===== src/rtl/arb_grant_mux.sv =====
// arb_grant_mux: captures the granted payload from a single-cycle
// arbiter into a 2-entry {id, data} FIFO with a valid/ready output.
module arb_grant_mux #(
  parameter int N = 32,
  parameter int W = 8
) (
  input  logic                 clk,
  input  logic                 reset,
  input  logic [N-1:0]         gnt_i,
  input  logic [N*W-1:0]       data_i,
  output logic [N-1:0]         ack_o,
  output logic                 out_valid_o,
  output logic [W-1:0]         out_data_o,
  output logic [$clog2(N)-1:0] out_id_o,
  input  logic                 out_ready_i,
  output logic [1:0]           level_o,
  output logic                 err_o
);

  localparam int ID_W = $clog2(N);

  logic [W-1:0]    mem_d [2];
  logic [ID_W-1:0] mem_id [2];
  logic            wptr;
  logic            rptr;
  logic [1:0]      count;
  logic            err_q;

  logic            any_gnt;
  logic            onehot;
  logic            multi;
  logic            push;
  logic            pop;
  logic [ID_W-1:0] sel_id;
  logic [W-1:0]    sel_d;

  // Classify the grant: a power of two is one-hot, anything else
  // non-zero is multi-hot.
  always_comb begin
    any_gnt = |gnt_i;
    onehot  = any_gnt && ((gnt_i & (gnt_i - N'(1))) == '0);
    multi   = any_gnt && !onehot;
  end

  // Encode the granted index and pick its payload slice.
  always_comb begin
    sel_id = '0;
    sel_d  = '0;
    for (int k = 0; k < N; k++) begin
      if (gnt_i[k]) begin
        sel_id = sel_id | ID_W'(k);
        sel_d  = sel_d | data_i[k*W +: W];
      end
    end
  end

  // Push/pop decisions; ack never looks at the consumer's ready.
  always_comb begin
    push  = onehot && (count != 2'd2) && !reset;
    pop   = (count != 2'd0) && out_ready_i;
    ack_o = push ? gnt_i : '0;
  end

  // Storage write; cleared on reset so the head reads zero.
  always_ff @(posedge clk or posedge reset) begin
    if (reset) begin
      mem_d[0]  <= '0;
      mem_d[1]  <= '0;
      mem_id[0] <= '0;
      mem_id[1] <= '0;
    end else if (push) begin
      mem_d[wptr]  <= sel_d;
      mem_id[wptr] <= sel_id;
    end
  end

  // Pointers and occupancy; 1-bit pointers wrap naturally.
  always_ff @(posedge clk or posedge reset) begin
    if (reset) begin
      wptr  <= 1'b0;
      rptr  <= 1'b0;
      count <= 2'd0;
    end else begin
      if (push) wptr <= ~wptr;
      if (pop)  rptr <= ~rptr;
      unique case ({push, pop})
        2'b10:   count <= count + 2'd1;
        2'b01:   count <= count - 2'd1;
        default: count <= count;
      endcase
    end
  end

  // Sticky error on any multi-hot grant.
  always_ff @(posedge clk or posedge reset) begin
    if (reset)      err_q <= 1'b0;
    else if (multi) err_q <= 1'b1;
  end

  // Head-of-queue view.
  always_comb begin
    out_valid_o = (count != 2'd0);
    out_data_o  = mem_d[rptr];
    out_id_o    = mem_id[rptr];
    level_o     = count;
    err_o       = err_q;
  end

endmodule


===== config.mk =====
export PLATFORM = sky130hd
export DESIGN_NAME = arb_grant_mux
export DESIGN_NICKNAME = d
export VERILOG_FILES = /design/src/rtl/arb_grant_mux.sv
export SDC_FILE = /design/constraint.sdc
export NUM_CORES = 1
export LEC_CHECK = 0
export BUFFER_PORTS_ARGS = -buffer_cell sky130_fd_sc_hd__clkbuf_2
export CORE_AREA = 2 2 133 135
export CTS_CLUSTER_DIAMETER = 120
export DETAILED_ROUTE_END_ITERATION = 10
export DIE_AREA = 0 0 135 137
export SLEW_MARGIN = 10
export SYNTH_ARGS = -nofsm -noshare
export SYNTH_HDL_FRONTEND = slang
export SYNTH_SLANG_ARGS = --single-unit

===== constraint.sdc =====
create_clock -name clk -period 6.7 [get_ports clk]
set_input_delay 2.01 -clock clk [delete_from_list [all_inputs] [get_ports clk]]
set_output_delay 2.01 -clock clk [all_outputs]
set_load 0.005 [all_outputs]

* Yosys cells after proc, flatten, opt, wreduce, memory -nomap -nowiden
Index checks and enable logic that the tools add are counted.
Widths: inputs -> output; s select.
** Operators by class
- Add/sub/neg operators :: 3
- $mul :: 0
- Divide/modulo/power cells :: 0
- $lt $le $gt $ge :: 3
- Equal/unequal tests :: 3
- Shift operators :: 0
- Mux-type cells :: 77
- Bitwise operators :: 36
- Reduce and logical (&&, ||, !) cells :: 12
** Operators with widths (number)
- $mux 8 :: 36
- $or 8x8->8 :: 31
- $mux 5 :: 20
- $and 32x32->32 :: 1
- $logic_not 32->1 :: 1
- $mux 32 :: 1
- $mux 4 :: 8
- $reduce_or 32->1 :: 1
- $sub 32x1->32 const B :: 1
- $bwmux 16 :: 1
- $mux 3 :: 4
- $bwmux 10 :: 1
- $demux 8 s1 :: 1
- $logic_and 1x1->1 :: 6
- $demux 5 s1 :: 1
- $ge 2x2->1 const B :: 2
- $mux 2 :: 2
- $not 1->2 :: 2
- $pmux 2 s2 :: 1
- $reduce_bool 2->1 :: 2
- $add 2x1->2 const B :: 1
- $eq 2x1->1 const B :: 1
- $eq 2x2->1 const B :: 1
- $logic_not 1->1 :: 2
- other kinds (5) :: 6
** Storage, ports and cells
- Register bits :: 31
- Bits in latches :: 0
- Bits in writable memories :: 0
- ROM bits :: 0
- Input bits :: 291
- Output and inout port bits :: 49
- Word-level logic and storage cells :: 142
- Memories :: 0

* Longest topological paths before layout
- Word-level depth :: 64
- Gate-level depth with buffers :: 12
- Mapped depth without buffers :: 10

* Least setup slack after synthesis
No wires, ideal clock.
- Path type :: input to output
- Start :: in gnt_i[4]
- End :: out ack_o[0]
- Data arrival time :: 4.219 ns
- Setup slack :: 0.471 ns
- Cell stages on the path :: 9
- Cell sequence :: buf_6 > nor4_2 > nand4_4 > o32ai_1 > o221ai_2 > or4_1 > buf_2 > buf_6 > nor3_2
** Between the ends
- Longest elaborated chain between the ends :: 7
** RTL lines
- start: declaration :: RTL line 9 : input logic [N-1:0] gnt_i,
- $sub 32x1->32 :: RTL line 41 : onehot = any_gnt && ((gnt_i & (gnt_i - N'(1))) == '0);
- $and 32x32->32 :: RTL line 41
- $logic_not 32->1 :: RTL line 41
- $logic_and 1x1->1 (*) :: RTL line 41
- $logic_and 1x1->1 (*) (2 in series) :: RTL line 59 : push = onehot && (count != 2'd2) && !reset;
- $mux 32 (*) :: RTL line 61 : ack_o = push ? gnt_i : '0;
- end: declaration :: RTL line 11 : output logic [N-1:0] ack_o,
Mark *: on every way between the ends. The rest lies on a longest branch, timed or not.

* Final worst setup path
- Start :: in gnt_i[12]
- End :: out ack_o[4]
Same word-level chain as after synthesis.

==> summary.txt <==
Sequential Area = 776 um2
Arr. time, crit path = 4570 ps
Worst-margin pin slew = 798 ps
Syn Nets = 772
Synth top area share = 20.2%
Initial antenna violation count = 3
Setup crit start = gnt_i[12]
Path category of the worst min-delay check = reg -> reg
Critical Path Fanout Max = 12
Setup crit end kind = output port
R2R cell count = 8
Total power = 740 uW
Die X = 135 um
Area delta synth->final = 60.8%
DRT Pass-1 Iters = 5
Global route overflow = 0
Sequential area share after synthesis = 20.2%
Vias in the first global route = 5519
Pre-CTS setup slack = 49.3 ps
RSZ-0062 raised after global routing = no
Drt drc = 0
GPL Wtd Cong = 0.915
Die ar. = 18500 um2
Flops & latches, synth = 31
Std-Cell Rows = 48
Kind of critical path = in -> out
Multi-input gate area = 2640 um2
Fin. max-slew vios = 0
CTS buffer count = 5
Initial DRC Count = 439
Post-Synthesis Cells = 480
EDFF count, synth = 0
Net count, final = 1124
Post-Layout Inst Area = 6160 um2
Mean Syn Cell Area = 7.98 um2
Warning count from the yosys run = 0
Total leakage power = 3.13 nW
Clock Skews = 4.11 ps
Core area = 17100 um2
Outcome = finished, final reports clean
Clk buf depth = 2
Wirelength per Cell = 25.1 um
Hold_buf cts = 0
Port Buffers = 339
Filler Cell Count = 1847
Skew-Pair Late Insertion Delay = 270 ps
Minimum clock period = 6580 ps
Share of layout cells above drive strength 1 = 52.8%
Chip height = 137 um
Worst EP required = 4690 ps
Synth unique cells = 45
Mapped Area = 3830 um2
Clk root buf = clkbuf_16
Hold Vio Cnt, Final = 0
Largest cells by area after synthesis = dfrtp_1, a22oi_1, nor3_2, a221oi_1, a22o_1
Async SR Flop Fraction = 100%
Slew HR = 46.8%
Critical Path Start Type = input pin
First-pass GRT wire length = 35.9 mm
Placed Area = 6000 um2
Final hold slack = 506 ps
Clk slew on worst S/H paths = 50 ps
Sum Neg Setup Slack = 0 ps
Worst Hold Depth = 1
Routed wire length = 26.6 mm
Worst Hold Launch = err_o
ANT nets after route = 0
Top-Level Pins = 340
Max-cap viol count = 0
Final Setup Violations = 0
Detailed-route via count = 5750
Total setup buffers inserted after CTS = 0
Vias per std cell = 5.43
Largest net degree at the start of global routing = 32
Reg-to-reg startpoint = level_o[0]
HPWL after detailed placement = 21.0 mm
H-tree Lvls = 2
Max VDD drop = 103 uV
Prevailing post-synth register cell = dfrtp_1
PD cells = 120 nW/um2
Final period util = 98.2%
CTS tree = yes
Fmax = 0.152 GHz
Gr usage total = 26.9%
Setup slack after layout = 120 ps
CTS sink cnt = 31
Synth area leader = dfrtp_1
Initial Util = 22.5%
-- registers in the layout, summed over array words and instances (netlist names) --
signal / cells
mem_d: 16
level_o: 2
err_o: 1
wptr: 1
mem_id: 10
rptr: 1
-- worst max-delay path, stage by stage --
cell	delay, ps
clkbuf_2	110
buf_4	210
a222oi_1	370
o2111ai_1	170
a211oi_1	280
o211ai_1	180
or4_2	730
buf_4	230
nor3_2	140
clkbuf_2	140
-- path summary, 6_finish.rpt --
path	slack, ps	end
hold / removal	510	err_o
max in group asynchronous	4600	mem_d[4]
hold reg to reg	510	err_o
min in group asynchronous	1810	level_o[1]
setup / recovery	120	ack_o[4]
setup reg to reg	4610	level_o[1]
-- repair_timing --
item / 4_1_cts / 5_1_grt
setup endpoints to repair: 0 / 13
endpoints found under the hold margin: 0 / 0
resized for setup: 0 / 1
-- synthesized netlist by cell type, types with 8 or more instances --
cell type and instances:
dfrtp_1 31, a221oi_1 32, nor3_1 19, nand4_1 28
a22oi_1 65, inv_1 61, nor4_1 8, a22o_1 32
nor3_2 30, clkbuf_1 35, nor2_1 11, nand2_1 21
mux2i_1 26, o21ai_0 19
-- placed cells by master, fill, tap and decap left out, types with 8 or more instances in the layout --
cell / Yosys / layout
nand4_1: 28 / 28
clkbuf_2: 0 / 339
nor2_1: 11 / 11
mux2i_1: 26 / 26
inv_1: 61 / 61
dfrtp_1: 31 / 31
o21ai_0: 19 / 19
nand2_1: 21 / 21
a221oi_1: 32 / 32
buf_4: 2 / 49
a22o_1: 32 / 32
nor3_2: 30 / 30
a22oi_1: 65 / 65
nor3_1: 19 / 19
nor4_1: 8 / 8
-- routing by layer --
metal	track usage, %	part of all wire (%)
met5	0	0.045
met4	8.33	2.8
met3	6.56	9.1
met2	45.0	48
met1	34.3	40
-- layout make-up --
cell class,instances,area share [%]
multi-input combinational,344,42.9
inverter,61,3.72
timing repair buffer,389,33.8
sequential,31,12.6
antenna,2,0.0813
clock buffer,6,2.25
clock inverter,1,0.0813
tap,225,4.57
-- logic make-up (layout without fill, tap and decap cells) --
| kind of cell | Yosys count | after routing | share of synthesized area (%) |
|---|---|---|---|
| AOI/OAI and AO/OA | 172 | 172 | 34.9 |
| and+or+nand+nor | 140 | 140 | 25.2 |
| buffers and inverters | 105 | 457 | 11.3 |
| DFF | 31 | 31 | 20.2 |
| muxes | 26 | 26 | 6.79 |
| xor gates and xnor gates | 5 | 5 | 1.14 |
| adders and majority gates | 1 | 1 | 0.327 |
| other | 0 | 2 | 0 |
-- report_power, final --
part	leakage, nW	total (mW)	internal (mW)	switching (mW)
registers	0.287	0.203	0.190	0.0128
logic	2.77	0.319	0.145	0.174
clock network	0.0727	0.218	0.144	0.0738
-- metrics by stage --
| step | util, % | std cells |
|---|---|---|
| floorplan | - | 480 |
| global placement | 35.2 | 1050 |
| detailed placement | 35.2 | 1050 |
| CTS | 36.0 | 1057 |
| global route | 36.1 | 1058 |
| finish | 36.1 | 1059 |
Note: power is estimated with default switching activity, not from simulation.
